[src/rtl/ramb16_ctrl_pkg.sv]
// rtl/ramb16_ctrl_pkg.sv - shared geometry, word type and FSM states for the RAMB16 port-A sequencer
package ramb16_ctrl_pkg;
  localparam int RAM_DEPTH = 512;
  localparam int RAM_AW    = 9;
  localparam int RAM_DW    = 32;
  localparam int RAM_PW    = 4;
  localparam int RAM_WW    = RAM_DW + RAM_PW;

  typedef logic [RAM_WW-1:0] ram_word_t;

  typedef enum logic {
    ST_INIT,
    ST_ARB
  } state_t;
endpackage

[src/rtl/rr_arbiter.sv]
// rtl/rr_arbiter.sv - combinational round-robin picker starting the search at ptr_i
module rr_arbiter #(
  parameter int NREQ = 2,
  parameter int IW   = (NREQ > 1) ? $clog2(NREQ) : 1
) (
  input  logic [NREQ-1:0] req_i,
  input  logic [IW-1:0]   ptr_i,
  input  logic            en_i,
  output logic [NREQ-1:0] gnt_o,
  output logic [IW-1:0]   idx_o,
  output logic            any_o
);
  always_comb begin
    int          j;
    logic [IW-1:0] jj;
    logic        found;
    gnt_o = '0;
    idx_o = '0;
    found = 1'b0;
    j     = 0;
    jj    = '0;
    if (en_i) begin
      for (int k = 0; k < NREQ; k++) begin
        j = int'(ptr_i) + k;
        if (j >= NREQ) j = j - NREQ;
        jj = IW'(j);
        if (!found && req_i[jj]) begin
          found     = 1'b1;
          gnt_o[jj] = 1'b1;
          idx_o     = jj;
        end
      end
    end
    any_o = found;
  end
endmodule

[src/rtl/ramb16_s36_port_arb.sv]
// rtl/ramb16_s36_port_arb.sv - clears a RAMB16_S36 port A after reset, then shares it round-robin
module ramb16_s36_port_arb
  import ramb16_ctrl_pkg::*;
#(
  parameter int          NREQ      = 2,
  parameter logic [35:0] INIT_WORD = 36'h0,
  parameter bit          SKIP_INIT = 1'b0
) (
  input  logic               CLK,
  input  logic               RST,
  input  logic [NREQ-1:0]    REQ_VALID,
  output logic [NREQ-1:0]    REQ_READY,
  input  logic [NREQ-1:0]    REQ_WE,
  input  logic [NREQ*9-1:0]  REQ_ADDR,
  input  logic [NREQ*36-1:0] REQ_DI,
  output logic [NREQ-1:0]    RSP_VALID,
  output logic [35:0]        RSP_DO,
  output logic               INIT_DONE,
  output logic               RAM_EN,
  output logic               RAM_WE,
  output logic               RAM_SSR,
  output logic [8:0]         RAM_ADDR,
  output logic [31:0]        RAM_DI,
  output logic [3:0]         RAM_DIP,
  input  logic [31:0]        RAM_DO,
  input  logic [3:0]         RAM_DOP
);
  localparam int IW = (NREQ > 1) ? $clog2(NREQ) : 1;

  state_t            state_q, state_d;
  logic [RAM_AW-1:0] cnt_q, cnt_d;
  logic [IW-1:0]     ptr_q, ptr_d;
  logic              tag_vld_q, tag_vld_d;
  logic [IW-1:0]     tag_idx_q, tag_idx_d;
  logic [NREQ-1:0]   gnt;
  logic [IW-1:0]     gnt_idx;
  logic              gnt_any;
  logic              arb_en;
  ram_word_t         wr_word;

  // RST masks grants immediately so nothing is accepted that the reset edge would then discard.
  assign arb_en = (state_q == ST_ARB) && !RST;

  rr_arbiter #(.NREQ(NREQ), .IW(IW)) u_arb (
    .req_i (REQ_VALID),
    .ptr_i (ptr_q),
    .en_i  (arb_en),
    .gnt_o (gnt),
    .idx_o (gnt_idx),
    .any_o (gnt_any)
  );

  always_comb begin
    state_d   = state_q;
    cnt_d     = cnt_q;
    ptr_d     = ptr_q;
    tag_vld_d = 1'b0;
    tag_idx_d = tag_idx_q;
    REQ_READY = '0;
    RAM_EN    = 1'b0;
    RAM_WE    = 1'b0;
    RAM_ADDR  = '0;
    wr_word   = '0;
    if (!RST) begin
      case (state_q)
        ST_INIT: begin
          RAM_EN   = 1'b1;
          RAM_WE   = 1'b1;
          RAM_ADDR = cnt_q;
          wr_word  = INIT_WORD;
          cnt_d    = cnt_q + 1'b1;
          if (cnt_q == RAM_AW'(RAM_DEPTH - 1)) state_d = ST_ARB;
        end
        ST_ARB: begin
          REQ_READY = gnt;
          if (gnt_any) begin
            RAM_EN    = 1'b1;
            RAM_WE    = REQ_WE[gnt_idx];
            RAM_ADDR  = REQ_ADDR[int'(gnt_idx)*RAM_AW +: RAM_AW];
            wr_word   = REQ_DI[int'(gnt_idx)*RAM_WW +: RAM_WW];
            ptr_d     = (int'(gnt_idx) == NREQ - 1) ? '0 : gnt_idx + 1'b1;
            tag_vld_d = !REQ_WE[gnt_idx];
            tag_idx_d = gnt_idx;
          end
        end
        default: ;
      endcase
    end
  end

  always_ff @(posedge CLK) begin
    if (RST) begin
      state_q   <= SKIP_INIT ? ST_ARB : ST_INIT;
      cnt_q     <= '0;
      ptr_q     <= '0;
      tag_vld_q <= 1'b0;
      tag_idx_q <= '0;
    end else begin
      state_q   <= state_d;
      cnt_q     <= cnt_d;
      ptr_q     <= ptr_d;
      tag_vld_q <= tag_vld_d;
      tag_idx_q <= tag_idx_d;
    end
  end

  always_comb begin
    RSP_VALID = '0;
    if (tag_vld_q && !RST) RSP_VALID[tag_idx_q] = 1'b1;
  end

  assign RSP_DO    = {RAM_DOP, RAM_DO};
  assign INIT_DONE = (state_q == ST_ARB) && !RST;
  assign RAM_SSR   = 1'b0;
  assign RAM_DI    = wr_word[RAM_DW-1:0];
  assign RAM_DIP   = wr_word[RAM_WW-1:RAM_DW];
endmodule

[config.mk]
export PLATFORM = sky130hd
export DESIGN_NAME = ramb16_s36_port_arb
export DESIGN_NICKNAME = d
export VERILOG_FILES = /design/src/rtl/ramb16_ctrl_pkg.sv /design/src/rtl/rr_arbiter.sv /design/src/rtl/ramb16_s36_port_arb.sv
export SDC_FILE = /design/constraint.sdc
export NUM_CORES = 1
export LEC_CHECK = 0
export BUFFER_PORTS_ARGS = -buffer_cell sky130_fd_sc_hd__buf_2
export CORE_AREA = 2 2 86 88
export CTS_CLUSTER_DIAMETER = 100
export CTS_CLUSTER_SIZE = 25
export DETAILED_ROUTE_END_ITERATION = 6
export DIE_AREA = 0 0 88 90
export PLACE_DENSITY = 0.62
export SLEW_MARGIN = 10
export SYNTH_ARGS = -nofsm -noshare
export SYNTH_HDL_FRONTEND = slang
export SYNTH_SLANG_ARGS = --single-unit
[constraint.sdc]
create_clock -name CLK -period 2.5 [get_ports CLK]
set_clock_uncertainty 0.15 [all_clocks]
set_input_delay 0.5 -clock CLK [delete_from_list [all_inputs] [get_ports CLK]]
set_output_delay 0.5 -clock CLK [all_outputs]
set_load 0.1 [all_outputs]
# == After elaboration in Yosys (flattened, before gate mapping) ==
# Cells that the tools add are included.
# word_totals
output_inout_bits,89
mem_bits_ro,0
word_cells,83
latch_bits,0
ramBits,0
register_bits,13
in_bits,132
mem_count,0
# classes
eq_ne,1
addsub,5
div,0
shifts,2
n_mul,2
muxes,45
n_reduce_logical,11
order_cmp,9
bitwise,3
# op_table
operator,count
two-way mux 36 bit,2
case mux 36 bit (2 select lines),1
indexed part select 72 x 8 -> 36 bit,1
two-way mux 1 bit,27
two-way mux 9 bit,2
case mux 9 bit (2 select lines),1
indexed part select 18 x 6 -> 9 bit,1
two-way mux 2 bit,7
"multiplier 1 x 4 -> 5 bit, second input constant",2
"adder 9 x 1 -> 9 bit, second input constant",1
"equality test 9 bit, second input constant",1
"< comparator 1 x 2 -> 1 bit, second input constant",4
logical AND 1 bit,6
case mux 1 bit (2 select lines),2
demux 1 bit (select 1 bit),3
"greater-or-equal comparator 1 bit, second input constant",3
logical NOT 1 bit,3
OR reduction 3 bit,1
"adder 1 x 1 -> 2 bit, second input constant",1
"greater-or-equal comparator 1 x 2 -> 1 bit, second input constant",1
"greater-or-equal comparator 2 bit, second input constant",1
NOT 1 bit,2
OR 2 bit,1
AND reduction 2 bit,1
2 further kinds,3

# == Longest topological paths before layout ==
# logic_depth
word_depth,16
ltp_mapped,7
depth_no_buf,6

# == Hierarchy ==
# From an unflattened synthesis, not the netlist that was laid out.
# hier_totals
cells_unflattened,232
area_unflattened_um2,1762.9
# modules_own_cells
module,area_each_um2,cells_per_inst,seq_area_each_um2,n_inst
ramb16_s36_port_arb,1729.2,225,260.2,1
rr_arbiter,33.8,7,0.0,1

# == Worst setup path before layout ==
# Ideal clock, no wire load.
# synth_path
path_kind,in2out
from,in RST
to,out RAM_DIP[2]
setup_slack_ns,-1.579
n_path_buf,2
stages,7
required_time_ns,1.850
t_arrival_ns,3.429
cell_sequence,clkbuf_2 -> nor2b_4 -> nand3_4 -> clkinv_2 -> buf_6 -> nand2_1 -> a21oi_1
# synth_between
elab_chain_len,8
elab_cells_between_ends,9
cone_classes,mul (1); shift (1); mux (5); reduce/logical (2)
# synth_rtl
element,line_no,source
from (decl),ramb16_s36_port_arb.sv:10,"input logic RST,"
logical NOT 1 bit *,n/a,
logical AND 1 bit *,n/a,
net INIT_DONE,ramb16_s36_port_arb.sv:18,"output logic INIT_DONE,"
two-way mux 1 bit,rr_arbiter.sv:22,if (en_i) begin
multiplier 1 x 4 -> 5 bit,ramb16_s36_port_arb.sv:80,wr_word = REQ_DI[int'(gnt_idx)*RAM_WW +: RAM_WW];
indexed part select 72 x 8 -> 36 bit,ramb16_s36_port_arb.sv:80,
two-way mux 36 bit *,ramb16_s36_port_arb.sv:76,if (gnt_any) begin
case mux 36 bit (2 select lines) *,ramb16_s36_port_arb.sv:65,case (state_q)
two-way mux 36 bit *,ramb16_s36_port_arb.sv:64,if (!RST) begin
to (decl),ramb16_s36_port_arb.sv:24,"output logic [3:0] RAM_DIP,"
# Mark *: on every way through the listed nets, which the timed path passes. The rest lies on a longest branch.

# == Worst setup path after layout ==
# layout_path
from,reg ptr_q
to,out RAM_DI[28]
# layout_between
elab_chain_len,16
elab_cells_between_ends,27
cone_classes,add/sub (3); mul (1); order compare (2); shift (1); mux (18); reduce/logical (2)
# layout_rtl
element,line_no,source
from (decl),ramb16_s36_port_arb.sv:32,"logic [IW-1:0] ptr_q, ptr_d;"
from (signal assigned),ramb16_s36_port_arb.sv:101,ptr_q <= ptr_d;
greater-or-equal comparator 1 x 2 -> 1 bit / subtractor 1 bit (equally long branches),rr_arbiter.sv:25,if (j >= NREQ) j = j - NREQ;
two-way mux 1 bit,rr_arbiter.sv:25,
two-way mux 1 bit,rr_arbiter.sv:22,
two-way mux 1 bit (not written as such) (2 in series),rr_arbiter.sv:27,if (!found && req_i[jj]) begin
two-way mux 1 bit,rr_arbiter.sv:27,
two-way mux 1 bit,rr_arbiter.sv:22,
logical NOT 1 bit,rr_arbiter.sv:27,
logical AND 1 bit,rr_arbiter.sv:27,
two-way mux 1 bit,rr_arbiter.sv:27,
two-way mux 1 bit,rr_arbiter.sv:22,
multiplier 1 x 4 -> 5 bit,ramb16_s36_port_arb.sv:80,
indexed part select 72 x 8 -> 36 bit,ramb16_s36_port_arb.sv:80,
two-way mux 36 bit *,ramb16_s36_port_arb.sv:76,
case mux 36 bit (2 select lines) *,ramb16_s36_port_arb.sv:65,
two-way mux 36 bit *,ramb16_s36_port_arb.sv:64,
to (decl),ramb16_s36_port_arb.sv:23,"output logic [31:0] RAM_DI,"
# Every way passes the cells marked *; elsewhere a longest branch is shown, timed or not. The select of a mux whose other input is x is not followed.

==> summary.txt <==
reg2reg path depth: 5
crit-path max cell delay: 0.33 ns
Die X: 88 um
xor/xnor share of the synthesized area: 2.73%
top-count cell post-synth: nand2_1
Final GP Congestion: 0.852
post-synthesis adder-cell area fraction: 1.56%
Synth Net Count: 400
initial antenna violation count: 0
TritonCTS Sinks: 13
pwr/cell area: 167 mW/mm^2
CP required: 1.85 ns
status: finished clean
dominant cell type by area after synthesis: nand2_1
number of synthesized flops with an enable pin: 0
DR vias/cell: 4.52
TritonCTS Buffers: 3
full die area: 0.00792 mm^2
worst min-delay path class: flip-flop to flip-flop
WHS: 0.356 ns
layout net count: 513
Slew @ Worst Pin: 0.673 ns
Area Growth Syn to Fin: 128%
static leakage: 1.57 nW
Netlist cell types: 30
WHS Path Cells: 2
Mean Syn Cell Area: 6.04 um^2
flop-to-flop setup slack: 0.75 ns
initial core utilization: 22.9%
CP max FO: 29
Worst-path clk slew: 0.05 ns
number of gates resized after CTS: 0
Synth Warn #: 0
first-pass GRT wire length: 10400 um
Synth top cells by count: 92 x nand2_1, 41 x a21oi_1, 37 x buf_4
DP HPWL: 5260 um
Max clock buf depth: 2
TritonCTS clock tree: done
Final Max Tran Viols: 0
Compound-Gate Fraction of Synth Area: 14.9%
peak supply drop: 0.262 mV
H-tree depth: 1
CP max-delay cell: dfxtp_1
max-cap viol count: 0
hold path start: cnt_q[5]
DRT Pass-1 Iters: 6
number of global-route vias before repair: 2248
Residual DRC: 0
Final Critical Period: 2.39 ns
remaining global-route overflow: 0
Synth Register Bits: 13
final worst path period share: 95.5%
CP startpoint kind: flip-flop
delay-heaviest family, CP: buffers and inverters
IO buf count: 147
placed instance count: 473
CP Capture Type: primary output
CP cell instances: nand2b_1 -> nand3_4 -> buf_4 -> nand2_1 -> a21oi_4 -> buf_12
Rows: 31
Root Buffer: clkbuf_8
Primary FF master, synth: dfxtp_1
Fillers: 626
async set or reset register ratio after synthesis: 0%
Final Setup Violations: 0
Crit. path cell count: 6
Simple-Gate Fraction of Synth Area: 37.3%
max frequency: 0.419 GHz
Final Hold Vio Count: 0
vias: 2157
Clock Latency Late Sink: 0.25 ns
I/O pin cnt: 221
post-synthesis sequential area ratio: 16.2%
layout cell share with drive strength beyond 1: 60.6%
post-synthesis mux area share: 3.12%
Crit Reg-Reg Startpoint: state_q
Tot GR Track Use: 16.0%
RSZ-0062 raised after global routing: false
Synth Instances: 266
Area contributors post-synth: nand2_1 21%, buf_4 17%, dfxtp_1 16%
crit path kind: flip-flop to primary output
Ant. Diodes: 0
Cell Count, Final, Fillers Out: 477
Post-CTS Hold Buffers: 0
FF-to-FF End: cnt_q[7]
DRT iter0 DRCs: 53
Post-Synthesis Cell Area: 0.00161 mm^2
crit path buf inv count: 2
main combinational cell family by area after synthesis: simple AND/OR/NAND/NOR gates
Core Box Area: 0.00702 mm^2
WP data arrival: 1.74 ns
Rel. slew slack: 54.9%
die height: 90 um
WHS Endpoint: cnt_q[5]
WL final: 6280 um
Detail Route Antenna Nets: 0
post-DR wirelength/cell: 13.2 um
area share of the largest cell type after synthesis: 21.5%
setup bufs post-CTS: 0
largest net degree at the start of global routing: 30
==> worst min-delay path, stage by stage, from the launching register on <==
cell and delay [ns]:
dfxtp_1 0.32, o21ai_0 0.07, a21oi_1 0.06
==> layout by cell type, fill, tap and decap left out <==
cell type and n:
and2_1 1, ha_1 2, nand2_1 83, nor2b_1 2
mux2i_1 5, buf_4 9, dfxtp_1 13, nor2_1 14
nor2b_4 2, clkbuf_1 1, or3_2 1, clkbuf_8 3
inv_1 1, conb_1 1, and3_2 2, nand3_4 8
clkinv_4 1, nand2_2 5, clkinvlp_4 1, o21ai_4 1
o21ai_0 4, nand3_1 11, buf_2 97, nand2b_1 1
buf_12 55, o2bb2ai_4 1, nand2_4 4, nor3b_2 1
or3_1 1, xor2_1 4, xnor2_1 1, a21oi_4 38
and3_1 1, a21oi_1 3
==> how the worst max path moves through the flow <==
stage	startpoint	to	slack [ns]
3_3_place_gp	REQ_VALID[1]	RAM_DI[17]	0.15
5_1_grt	state_q	RAM_WE	0.006
3_5_place_dp	RST	RAM_DI[16]	0.12
2_1_floorplan	RST	RAM_DIP[2]	-0.58
6_report	ptr_q	RAM_DI[28]	0.11
4_1_cts	state_q	RAM_DI[16]	0.1
==> power by group <==
group	total [mW]	switching (mW)	internal (mW)
clock	0.190	0.0773	0.113
combinational	0.205	0.114	0.0907
sequential	0.216	0.00452	0.212
total	0.611	0.196	0.415
==> cells by family after synthesis <==
family / after synthesis
AO/OA/AOI/OAI: 47
XOR/XNOR: 5
adder cells (fa/ha/maj): 2
buffers and inverters: 56
flip-flops: 13
multiplexers: 5
other: 1
AND/OR/NAND/NOR: 137
==> registers in the layout, summed over array words and instances (netlist names) <==
register,count
tag_idx_q,1
tag_vld_q,1
cnt_q,9
ptr_q,1
state_q,1
==> per-layer routing <==
metal,wire length (um),up-vias,global-route usage (%)
met5,0,-,0
met2,3400,93,29.5
met3,515,11,3.86
met1,2290,998,17.8
li1,-,1055,-
met4,73,0,4.10
==> through the flow <==
step / area, um^2 / util (%) / total power, mW / TNS, ns / setup slack [ns]
6_report: 3660 / 52.1 / 0.611 / 0 / 0.113
5_1_grt: 3660 / 52.1 / 0.647 / 0 / 0.00569
4_1_cts: 3660 / 52.1 / 0.616 / 0 / 0.0967
3_5_place_dp: 3610 / 51.5 / 0.426 / 0 / 0.123
3_3_place_gp: 3610 / 51.5 / 0.425 / 0 / 0.148
2_1_floorplan: 2250 / - / 0.596 / -21.92 / -0.577
==> layout make-up <==
class | count | area [um^2] | area share, %
repair buffers | 161 | 1650 | 45.2
multi-input cells | 197 | 1560 | 42.5
well taps | 99 | 124 | 3.39
clock buffers | 4 | 45.0 | 1.23
flip-flops and latches | 13 | 260 | 7.11
inverters | 3 | 20.0 | 0.547
Note: power is estimated with default switching activity, not from simulation.
